`src/rtl/serial_adder.sv`:
```
// serial_adder: bit-serial LSB-first adder with a start/done handshake
module serial_adder #(
    parameter int WIDTH = 8
) (
    input  logic             clk_in,
    input  logic             rst_n_in,
    input  logic             start_in,
    input  logic [WIDTH-1:0] a_in,
    input  logic [WIDTH-1:0] b_in,
    input  logic             cin_in,
    output logic             ready_out,
    output logic             busy_out,
    output logic             done_out,
    output logic [WIDTH-1:0] sum_out,
    output logic             carry_out
);
    localparam int CW = $clog2(WIDTH);
    localparam logic [CW-1:0] LAST = CW'(WIDTH - 1);
    typedef enum logic [1:0] {IDLE, SHIFT, DONE} state_t;
    state_t           state;
    logic [WIDTH-1:0] a_sr, b_sr;
    logic [WIDTH-2:0] res_sr;
    logic             c;
    logic [CW-1:0]    cnt;
    logic             h1_s, h1_c, h2_s, h2_c, fa_c;
    logic [WIDTH-1:0] res_nxt;
    assign h1_s    = a_sr[0] ^ b_sr[0];
    assign h1_c    = a_sr[0] & b_sr[0];
    assign h2_s    = h1_s ^ c;
    assign h2_c    = h1_s & c;
    assign fa_c    = h1_c | h2_c;
    assign res_nxt = {h2_s, res_sr};
    always_ff @(posedge clk_in or negedge rst_n_in) begin
        if (!rst_n_in) begin
            state     <= IDLE;
            a_sr      <= '0;
            b_sr      <= '0;
            res_sr    <= '0;
            c         <= 1'b0;
            cnt       <= '0;
            ready_out <= 1'b1;
            busy_out  <= 1'b0;
            done_out  <= 1'b0;
            sum_out   <= '0;
            carry_out <= 1'b0;
        end else begin
            case (state)
                IDLE: if (start_in) begin
                    a_sr      <= a_in;
                    b_sr      <= b_in;
                    c         <= cin_in;
                    cnt       <= '0;
                    state     <= SHIFT;
                    ready_out <= 1'b0;
                    busy_out  <= 1'b1;
                end
                SHIFT: begin
                    a_sr   <= a_sr >> 1;
                    b_sr   <= b_sr >> 1;
                    c      <= fa_c;
                    res_sr <= res_nxt[WIDTH-1:1];
                    cnt    <= cnt + 1'b1;
                    if (cnt == LAST) begin
                        sum_out   <= res_nxt;
                        carry_out <= fa_c;
                        state     <= DONE;
                        busy_out  <= 1'b0;
                        done_out  <= 1'b1;
                    end
                end
                DONE: begin
                    state     <= IDLE;
                    done_out  <= 1'b0;
                    ready_out <= 1'b1;
                end
                default: begin
                    state     <= IDLE;
                    ready_out <= 1'b1;
                    busy_out  <= 1'b0;
                    done_out  <= 1'b0;
                end
            endcase
        end
    end
endmodule

```
`config.mk`:
```
export PLATFORM = sky130hd
export DESIGN_NAME = serial_adder
export DESIGN_NICKNAME = d
export VERILOG_FILES = /design/src/rtl/serial_adder.sv
export SDC_FILE = /design/constraint.sdc
export NUM_CORES = 1
export LEC_CHECK = 0
export ABC_AREA = 1
export ABC_CLOCK_PERIOD_IN_PS = 1450
export CORE_MARGIN = 2
export CORE_UTILIZATION = 30
export CTS_BUF_LIST = sky130_fd_sc_hd__clkbuf_4 sky130_fd_sc_hd__clkbuf_8
export DETAILED_ROUTE_END_ITERATION = 16
export GPL_TIMING_DRIVEN = 1
export PLACE_DENSITY = 0.61
export SLEW_MARGIN = 25
export SYNTH_ARGS = -nofsm -noshare
export SYNTH_HDL_FRONTEND = slang
export SYNTH_SLANG_ARGS = --single-unit
```
`constraint.sdc`:
```
create_clock -name clk_in -period 1.45 [get_ports clk_in]
set_input_delay 0.145 -clock clk_in [delete_from_list [all_inputs] [get_ports clk_in]]
set_output_delay 0.145 -clock clk_in [all_outputs]
set_load 0.01 [all_outputs]
```
==> results.py <==
metrics = {
    "status": {
        "status": "finished, final reports clean",
    },
    "sta": {
        "rsz0062_at_grt": "no",
        "fmax_mhz": 741.5,
        "period_share_pct": 93.01,
        "relSlewSlack_pct": 65.54,
        "fin_worst_skew_ns": 0.006459,
        "setup_viol": 0,
        "worstMarginPinSlew_ns": 0.5168,
        "fin_tns_setup_ns": 0,
        "min_period_ns": 1.349,
        "maxSlewViolCount": 0,
        "hold_violations": 0,
    },
    "logic_synthesis": {
        "ys_seq_area_share_pct": 54.23,
        "ys_types": 19,
        "syn_area_sq_um": 1894,
        "synth.avg_cell_area_sq_um": 8.572,
        "ys_seq_elements": 41,
        "synth_nets": 244,
        "ys_dominant_reg_cell": "dfrtp_1",
        "synthArstFlopShare_pct": 100.0,
        "yosysWarningCount": 0,
        "synth_cells": 221,
        "synth-edff-count": 0,
    },
    "clock_network": {
        "numClockSinks": 41,
        "htree_num_levels": 2,
        "clkLatencyLatePin_ns": 0.29,
        "cts_tree": "done",
        "cts-root-buf": "clkbuf_8",
        "clk_pin_slew_ns": 0.08,
        "cts_made_buffers": 5,
        "clk_path_buf_depth": 2,
        "post_cts_buffers": 0,
    },
    "hold_path": {
        "min_path_type": "input pin to flip-flop",
    },
    "floorplan": {
        "die_width_um": 83.47,
        "core_region_area_sq_um": 6026,
        "num_rows": 28,
        "pin_count": 32,
        "die_h_um": 83.47,
        "start_util_pct": 31.44,
        "die_area_sq_um": 6966,
    },
    "placement": {
        "port_buffers": 31,
        "place.gp.congestion": 0.7137,
        "placedCellCount": 322,
        "hpwl_um": 2642,
    },
    "global_routing": {
        "grt_pass1_vias": 1452,
        "grt_overflow": 0,
        "grt_antenna_before_repair": 0,
        "use_met1_pct": 18.19,
        "globalRouteMet3Util_pct": 3.363,
        "grt_max_degree": 42,
        "track_usage_pct": 12.42,
        "busiest_layer": "met1",
        "grt_first_pass_wirelength_um": 6962,
        "grtUsageMet2_pct": 17.38,
    },
    "setup_path": {
        "critical_path.cell_chain": "clkdlybuf4s50_1",
        "arrival_ns": 1.20,
        "required_ns": 1.31,
        "slowest_stage": "clkdlybuf4s50_1",
        "critPathKind": "flip-flop to output pin",
        "end_kind": "output pin",
        "crit_buf_inv": 1,
        "cp-start-kind": "flip-flop",
        "cpPeakStageDelay_ns": 0.54,
        "path_max_fanout": 2,
        "cp_top_family": "buffers and inverters",
    },
    "final_layout": {
        "multi_input_area_sq_um": 718.2,
        "nFillCells": 619,
        "final_layout_size_suffix_gt1_share_pct": 9.375,
        "nets": 278,
        "seq_area_sq_um": 1027,
        "syn_to_final_growth_pct": 26.62,
        "n_antenna_cell": 0,
        "final_cells": 331,
    },
    "detailed_routing": {
        "drt_iter0_drc": 106,
        "drt-total-wl_um": 3889,
        "avgViaCountPerCell": 4.483,
        "drc": 0,
        "drtPass1Iterations": 4,
        "vias": 1484,
        "routedWlPerCell_um": 11.75,
        "drtAntennaViolNets": 0,
    },
    "power_and_ir_drop": {
        "p_leak_nw": 1.224,
        "vdd_ir_drop_max_mv": 0.8452,
        "powerDensity_nw_per_um2": 1965,
    },
    "job": {
        "maxCapViolations": 0,
    },
}
## final timing paths
path	start	to	slack [ns]	cells after the start
worst max register to register	cnt[0]	carry_out	0.11	6
worst min register to register	cnt[0]	cnt[0]	0.49	1
min in group asynchronous	rst_n_in	sum_out[2]	0.45	3
worst max-delay path	busy_out	busy_out	0.10	1
max in group asynchronous	rst_n_in	ready_out	0.64	3
worst min-delay path	a_in[7]	a_sr[7]	0.38	3
## worst register-to-register path: cells and delay by family, from the launching register on
kind                     cells  cell delay (ns)
AND/OR/NAND/NOR              3             0.28
adder cells (fa/ha/maj)      2             0.45
flip-flops                   1             0.40
buffers and inverters        1             0.10
## layout make-up
class / count / area share (%)
Clock buffer: 6 / 3.182
Clock inverter: 2 / 0.6260
Timing Repair Buffer: 39 / 17.37
Sequential cell: 41 / 42.83
Multi-Input combinational cell: 155 / 29.94
Inverter: 13 / 2.139
Tap cell: 75 / 3.912
## registers in the layout, summed over array words and instances (netlist names)
register   count
sum_out        8
carry_out      1
c              1
cnt            3
busy_out       1
res_sr         7
done_out       1
a_sr           8
b_sr           8
state          2
ready_out      1
## power by group
part	internal [mW]	switching, mW	leakage (nW)
Sequential	1.64	0.291	0.516
Combinational	0.920	1.11	0.667
Clock	0.358	0.399	0.0408
Total	2.92	1.80	1.22
## stage by stage
stage | cell area (sq um) | power, mW | hold slack, ns | setup WS, ns | utilization [%]
after floorplan | 1894 | 3.303 | -0.1506 | 0.2390 | -
after detailed placement | 2293 | 4.001 | 0.2465 | 0.05505 | 38.06
final | 2399 | 4.714 | 0.3824 | 0.1014 | 39.80
after global placement | 2293 | 3.968 | 0.2433 | 0.07643 | 38.06
after CTS | 2394 | 4.777 | 0.3781 | 0.04518 | 39.72
after global routing | 2399 | 5.205 | 0.3788 | 0.01106 | 39.80
## timing repair
action,CTS,global route
endpoints found under the hold margin,40,0
pin swaps,0,0
endpoints found under the setup margin,1,6
hold buffers,1,0
gates resized for setup,1,1
## per-layer routing
metal | part of all wire (%) | vias to the layer above
met2 | 44 | 31
met1 | 49 | 681
met5 | 0 | -
met4 | 1.9 | 0
li1 | - | 766
met3 | 4.8 | 6
## kinds of logic after synthesis
| group | Yosys count | share of synthesized area, % |
|---|---|---|
| AOI/OAI and AO/OA | 17 | 4.491 |
| adders and majority gates | 3 | 2.378 |
| buffers and inverters | 25 | 8.124 |
| DFF | 41 | 54.23 |
| and+or+nand+nor | 135 | 30.78 |
## synth_stat cells, types with 2 or more instances
library cell | instances | share of area [%]
buf_2 | 4 | 1.1
buf_6 | 6 | 3.6
inv_1 | 11 | 2.2
ha_1 | 2 | 1.3
o21ai_1 | 7 | 1.8
nand3_1 | 35 | 9.2
dfrtp_1 | 40 | 53
nand2_4 | 3 | 1.8
nand2_1 | 92 | 18
o21ai_0 | 9 | 2.4
buf_4 | 2 | 0.79
nor2_1 | 3 | 0.59
## cell usage in the layout (no fill, tap or decap), drive strengths merged
| cell type | count |
|---|---|
| a21oi | 1 |
| buf | 8 |
| clkbuf | 6 |
| clkdlybuf4s50 | 29 |
| clkinvlp | 2 |
| dfrtp | 40 |
| dfstp | 1 |
| dlygate4sd2 | 1 |
| dlygate4sd3 | 1 |
| fa | 1 |
| ha | 2 |
| inv | 13 |
| nand2 | 96 |
| nand3 | 35 |
| nor2 | 4 |
| o21ai | 16 |
Note: power is estimated with default switching activity, not from simulation.
